File: config.mk
export PLATFORM = sky130hd
export DESIGN_NAME = mem_array_reader_flat
export DESIGN_NICKNAME = d
export VERILOG_FILES = /design/src/rtl/mem_array_reader_if.sv /design/src/rtl/mem_array_reader.sv /design/src/flat_wrapper.sv
export SDC_FILE = /design/constraint.sdc
export NUM_CORES = 1
export LEC_CHECK = 0
export CAP_MARGIN = 5
export CORE_ASPECT_RATIO = 0.6
export CORE_MARGIN = 4
export CORE_UTILIZATION = 45
export DETAILED_ROUTE_END_ITERATION = 12
export PLACE_DENSITY = 0.72
export SYNTH_ARGS = -nofsm -noshare
export SYNTH_HDL_FRONTEND = slang
export SYNTH_SLANG_ARGS = --single-unit
File: constraint.sdc
create_clock -name clk -period 3.9 [get_ports clk]
set_clock_uncertainty 0.05 [all_clocks]
set_input_delay 0.585 -clock clk [delete_from_list [all_inputs] [get_ports clk]]
set_output_delay 0.585 -clock clk [all_outputs]
set_load 0.02 [all_outputs]
File: src/rtl/mem_array_reader_if.sv
// Bus bundle for mem_array_reader: the memory read port plus the element stream handshake.
interface mem_array_reader_if #(
  parameter int unsigned DATA_W = 32,
  parameter int unsigned ADDR_W = 32
);
  logic [ADDR_W-1:0] mem_rd_addr;
  logic [DATA_W-1:0] mem_rd_data;
  logic [DATA_W-1:0] out_data;
  logic [15:0]       out_index;
  logic              out_valid;
  logic              out_ready;
  logic              out_last;

  modport master (
    output mem_rd_addr,
    input  mem_rd_data,
    output out_data,
    output out_index,
    output out_valid,
    output out_last,
    input  out_ready
  );

  modport slave (
    input  mem_rd_addr,
    output mem_rd_data,
    input  out_data,
    input  out_index,
    input  out_valid,
    input  out_last,
    output out_ready
  );
endinterface

File: src/rtl/mem_array_reader.sv
// Reads an array length from a header word, streams each element out over valid/ready and
// flags whether the accepted sequence is non-decreasing (unsigned).
module mem_array_reader #(
  parameter int unsigned DATA_W    = 32,
  parameter int unsigned ADDR_W    = 32,
  parameter int unsigned N_ADDR    = 1,
  parameter int unsigned BASE_ADDR = 2,
  parameter int unsigned MAX_N     = 65534
) (
  input  logic              clk,
  input  logic              rst_n,
  input  logic              start,
  mem_array_reader_if.master bus,
  output logic [DATA_W-1:0] n_value,
  output logic              busy,
  output logic              done,
  output logic              sorted_ok,
  output logic              err_len
);

  typedef enum logic [2:0] {StIdle, StRdN, StRdEl, StHold, StFin} state_e;

  state_e            state_q, state_d;
  logic [15:0]       idx_q;
  logic [DATA_W-1:0] prev_q;
  logic [DATA_W-1:0] out_data_q;
  logic [15:0]       out_index_q;
  logic              out_valid_q;
  logic              out_last_q;
  logic [DATA_W-1:0] n_value_q;
  logic              busy_q;
  logic              done_q;
  logic              sorted_ok_q;
  logic              err_len_q;

  logic              n_zero;
  logic              n_too_big;
  logic              is_last;
  logic              accept;

  assign n_zero    = (bus.mem_rd_data == '0);
  assign n_too_big = (bus.mem_rd_data > DATA_W'(MAX_N));
  assign is_last   = (DATA_W'(idx_q) == n_value_q - DATA_W'(1));
  assign accept    = out_valid_q & bus.out_ready;

  // State register
  always_ff @(posedge clk or negedge rst_n) begin
    if (!rst_n) begin
      state_q <= StIdle;
    end else begin
      state_q <= state_d;
    end
  end

  // Next-state logic
  always_comb begin
    state_d = state_q;
    unique case (state_q)
      StIdle: if (start) state_d = StRdN;
      StRdN: begin
        if (n_zero || n_too_big) begin
          state_d = StFin;
        end else begin
          state_d = StRdEl;
        end
      end
      StRdEl: state_d = StHold;
      StHold: begin
        if (accept) begin
          state_d = out_last_q ? StFin : StRdEl;
        end
      end
      StFin:   state_d = StIdle;
      default: state_d = StIdle;
    endcase
  end

  // Memory address decode; the element address is widened before the add so it never wraps.
  always_comb begin
    bus.mem_rd_addr = '0;
    unique case (state_q)
      StRdN:   bus.mem_rd_addr = ADDR_W'(N_ADDR);
      StRdEl:  bus.mem_rd_addr = ADDR_W'(BASE_ADDR) + ADDR_W'(idx_q);
      default: bus.mem_rd_addr = '0;
    endcase
  end

  // Datapath and status registers
  always_ff @(posedge clk or negedge rst_n) begin
    if (!rst_n) begin
      idx_q       <= '0;
      prev_q      <= '0;
      out_data_q  <= '0;
      out_index_q <= '0;
      out_valid_q <= 1'b0;
      out_last_q  <= 1'b0;
      n_value_q   <= '0;
      busy_q      <= 1'b0;
      done_q      <= 1'b0;
      sorted_ok_q <= 1'b1;
      err_len_q   <= 1'b0;
    end else begin
      unique case (state_q)
        StIdle: begin
          if (start) begin
            done_q      <= 1'b0;
            err_len_q   <= 1'b0;
            out_index_q <= '0;
            n_value_q   <= '0;
            sorted_ok_q <= 1'b1;
            busy_q      <= 1'b1;
            idx_q       <= '0;
          end
        end
        StRdN: begin
          n_value_q <= bus.mem_rd_data;
          idx_q     <= '0;
          if (n_zero) begin
            sorted_ok_q <= 1'b1;
          end else if (n_too_big) begin
            err_len_q <= 1'b1;
          end
        end
        StRdEl: begin
          out_data_q  <= bus.mem_rd_data;
          out_index_q <= idx_q;
          out_last_q  <= is_last;
          out_valid_q <= 1'b1;
          if ((idx_q != '0) && (bus.mem_rd_data < prev_q)) begin
            sorted_ok_q <= 1'b0;
          end
        end
        StHold: begin
          if (accept) begin
            out_valid_q <= 1'b0;
            prev_q      <= out_data_q;
            if (!out_last_q) begin
              idx_q <= idx_q + 16'd1;
            end
          end
        end
        StFin: begin
          busy_q <= 1'b0;
          done_q <= 1'b1;
        end
        default: ;
      endcase
    end
  end

  assign bus.out_data  = out_data_q;
  assign bus.out_index = out_index_q;
  assign bus.out_valid = out_valid_q;
  assign bus.out_last  = out_last_q;
  assign n_value       = n_value_q;
  assign busy          = busy_q;
  assign done          = done_q;
  assign sorted_ok     = sorted_ok_q;
  assign err_len       = err_len_q;

endmodule

File: src/flat_wrapper.sv
// flat-port wrapper written by rule: the top's interface ports become plain ports
module mem_array_reader_flat 
#(
  parameter int unsigned DATA_W    = 32,
  parameter int unsigned ADDR_W    = 32,
  parameter int unsigned N_ADDR    = 1,
  parameter int unsigned BASE_ADDR = 2,
  parameter int unsigned MAX_N     = 65534
)
  (clk, rst_n, start, n_value, busy, done, sorted_ok, err_len, bus_mem_rd_addr, bus_mem_rd_data, bus_out_data, bus_out_index, bus_out_valid, bus_out_last, bus_out_ready);
  mem_array_reader_if #(.DATA_W(DATA_W), .ADDR_W(ADDR_W)) bus_i ();
  input  logic clk;
  input  logic rst_n;
  input  logic start;
  output logic [DATA_W-1:0] n_value;
  output logic busy;
  output logic done;
  output logic sorted_ok;
  output logic err_len;
  output wire logic [$bits(bus_i.mem_rd_addr)-1:0] bus_mem_rd_addr;
  input wire logic [$bits(bus_i.mem_rd_data)-1:0] bus_mem_rd_data;
  output wire logic [$bits(bus_i.out_data)-1:0] bus_out_data;
  output wire logic [$bits(bus_i.out_index)-1:0] bus_out_index;
  output wire logic [$bits(bus_i.out_valid)-1:0] bus_out_valid;
  output wire logic [$bits(bus_i.out_last)-1:0] bus_out_last;
  input wire logic [$bits(bus_i.out_ready)-1:0] bus_out_ready;
  assign bus_mem_rd_addr = bus_i.mem_rd_addr;
  assign bus_i.mem_rd_data = bus_mem_rd_data;
  assign bus_out_data = bus_i.out_data;
  assign bus_out_index = bus_i.out_index;
  assign bus_out_valid = bus_i.out_valid;
  assign bus_out_last = bus_i.out_last;
  assign bus_i.out_ready = bus_out_ready;
  mem_array_reader #(.DATA_W(DATA_W), .ADDR_W(ADDR_W), .N_ADDR(N_ADDR), .BASE_ADDR(BASE_ADDR), .MAX_N(MAX_N)) u_core (.clk(clk), .rst_n(rst_n), .start(start), .bus(bus_i), .n_value(n_value), .busy(busy), .done(done), .sorted_ok(sorted_ok), .err_len(err_len));
endmodule
==> reports/qor.yml <==
synthesis:
  avgSynthCellArea_sq_um: 9.719
  postSynthCellCount: 763
  ys_types: 57
  netlist_area_sq_mm: 0.007416
  synth.area.top_cells: "dfrtp_1 46%, nand2_1 6.2%, ha_1 5.9%"
  synth-edff-count: 0
  yosys_warnings: 0
  yosysMostFrequentCell: "dfrtp_1"
  seq_area_frac_synth_pct: 46.25
  ys.flop_type: "dfrtp_1"
  synth.top_cell.area_share_pct: 45.89
  async_flop_share_pct: 100.0
  synth_common_cells: "136 x dfrtp_1, 123 x nand2_1, 45 x nor2_1"
  yosysTopAreaCell: "dfrtp_1"
  ys_seq_elements: 137
global_route:
  grt.overflow.total: 0
  grt_max_degree: 109
  antenna_found_initial: 0
  grt_pass1_vias: 6015
  grt_usage_pct: 22.44
  grt_first_pass_wirelength_mm: 33.41
job:
  maxCapViolCount: 0
route:
  vias: 6263
  wirelength_mm: 20.77
  drt_first_pass_iters: 5
  drc: 0
  postRouteAntennaNets: 0
  vias_per_cell: 5.678
  drt-initial-drc-count: 671
  routedWlPerCell_um: 18.83
cts:
  cts.clk_slew.worst_paths_ns: 0.06
  postCtsSetupBuffers: 0
  cts_resized: 0
  numClockSinks: 137
  clk_latency_ns: 0.41
  cts_buffers: 17
  cts_buffer_depth: 2
  clockRootBuffer: "clkbuf_16"
  h-tree-depth: 4
  hold_buffers: 0
  cts_tree: "done"
sta:
  fin_ws_ns: 0.2913
  setup_viol: 0
  hold_viol_final: 0
  hold_slack_ns: 0.2414
  max_freq_ghz: 0.2771
  slew_viol_final: 0
  period_share_pct: 92.53
  worst_pin_slew_ns: 0.9978
  rsz0062_at_grt: "no"
  layout_min_cycle_time_ns: 3.609
  maxSlewHeadroom_pct: 33.48
  fin_tns_setup_ns: 0
placed_design:
  dpl_cell_area_sq_mm: 0.008884
  dp_hpwl_mm: 14.86
  portBuffers: 138
  place_ws_ns: 0.7739
  dp.cells: 1071
  place.gp.congestion: 0.8603
worst_setup_path:
  arrival_ns: 2.97
  cp-end-kind: "primary output"
  startpoint_type: "register"
  crit_path_max_fanout: 12
  crit_type: "register to primary output"
  worst_ep_required_time_ns: 3.26
die:
  io_pins: 154
  die_w_um: 173.7
  die_y_um: 107.4
  rows: 36
  initial_core_util_pct: 45.86
  core_area_sq_mm: 0.01617
  dieArea_sq_mm: 0.01866
finish:
  final_nets: 952
  diodes: 0
  final_cells: 1103
  syn_to_final_growth_pct: 27.38
  fin_area_sq_mm: 0.009447
  drive_gt1_share_pct: 9.620
  final_util_pct: 58.42
run_status:
  status: "finished, final reports clean"
power_and_ir_drop:
  ir_drop_mv: 0.2709
  p_total_mw: 3.947
  p_leak_nw: 4.081
  power_density_mw_per_mm2: 417.9
worst_hold_path:
  hold_class: "input pin to async pin"
-- worst paths after layout --
kind,cells after the start,slack [ns],end,start
max,7,0.29,bus_mem_rd_addr[14],u_core.idx_q[6]
min,1,0.24,u_core.bus.out_data[30],rst_n
max reg2reg,8,1.25,u_core.bus.out_last,u_core.state_q[1]
min reg2reg,2,0.45,u_core.bus.out_index[1],u_core.bus.out_index[1]
max in group asynchronous,2,2.71,u_core.prev_q[16],rst_n
min in group clk,2,0.45,u_core.bus.out_index[1],u_core.bus.out_index[1]
-- worst max-delay path, cell delays in order (launching register included) --
cell	delay (ns)
dfrtp_1	0.58
and4_1	0.28
and2_1	0.25
nand3_1	0.16
or3_1	0.41
xor2_1	0.16
nor2_1	0.11
clkdlybuf4s50_1	0.61
-- per-layer routing --
metal | track usage [%] | wire (um)
met4 | 4.348 | 158
met5 | 0 | 0
met3 | 5.721 | 1644
met2 | 31.17 | 8594
met1 | 35.17 | 10370
-- cell type report --
type                       instances  area (sq um)
timing repair buffer             149          1465
multi-input combinational        535          3573
sequential                       137          3430
clock inverter                    12         116.4
tap                              209         261.5
fill                            1377          6724
clock buffer                      20         446.7
inverter                          41         153.9
-- cells in the final DEF (no fill, tap or decap), types with 3 or more instances in the layout --
cell	netlist	routed
clkdlybuf4s50_1	0	137
dfrtp_1	136	136
nand2_1	123	123
nor2_1	45	44
a22o_1	43	43
inv_1	41	41
ha_1	35	35
mux2_2	33	33
xor2_1	23	23
o21ai_0	23	22
nand4_1	21	21
xnor2_1	19	19
a21oi_1	17	17
clkbuf_16	0	17
nand3_1	16	16
nor4_1	16	16
conb_1	1	15
a21o_1	13	13
buf_4	16	11
or3_1	9	9
nor3_1	10	9
or4_1	7	7
and3_1	6	6
nand2b_1	6	6
o31ai_1	5	5
clkinvlp_4	0	5
a31oi_1	4	4
inv_6	0	4
and4_1	3	3
o22ai_1	3	3
o21ai_1	3	3
nor2b_1	3	3
-- power by group --
part | total [mW] | switching [mW] | internal (mW)
combinational | 0.779 | 0.435 | 0.344
clock | 1.55 | 0.645 | 0.902
sequential | 1.62 | 0.133 | 1.49
total | 3.95 | 1.21 | 2.73
-- logic make-up after synthesis --
kind of cell | share of synthesized area, %
AOI/OAI and AO/OA | 11.88
xor gates and xnor gates | 4.960
adders and majority gates | 5.905
buffers and inverters | 6.428
DFF | 46.25
muxes | 5.433
other | 0.05057
and+or+nand+nor | 19.10
-- registers in the layout, summed over array words and instances (netlist names) --
register	cells
u_core.bus.out_valid	1
u_core.bus.out_last	1
u_core.sorted_ok	1
u_core.bus.out_index	16
u_core.n_value	32
u_core.busy	1
u_core.done	1
u_core.idx_q	16
u_core.err_len	1
u_core.state_q	3
u_core.bus.out_data	32
u_core.prev_q	32
(Power assumes the default switching activity.)
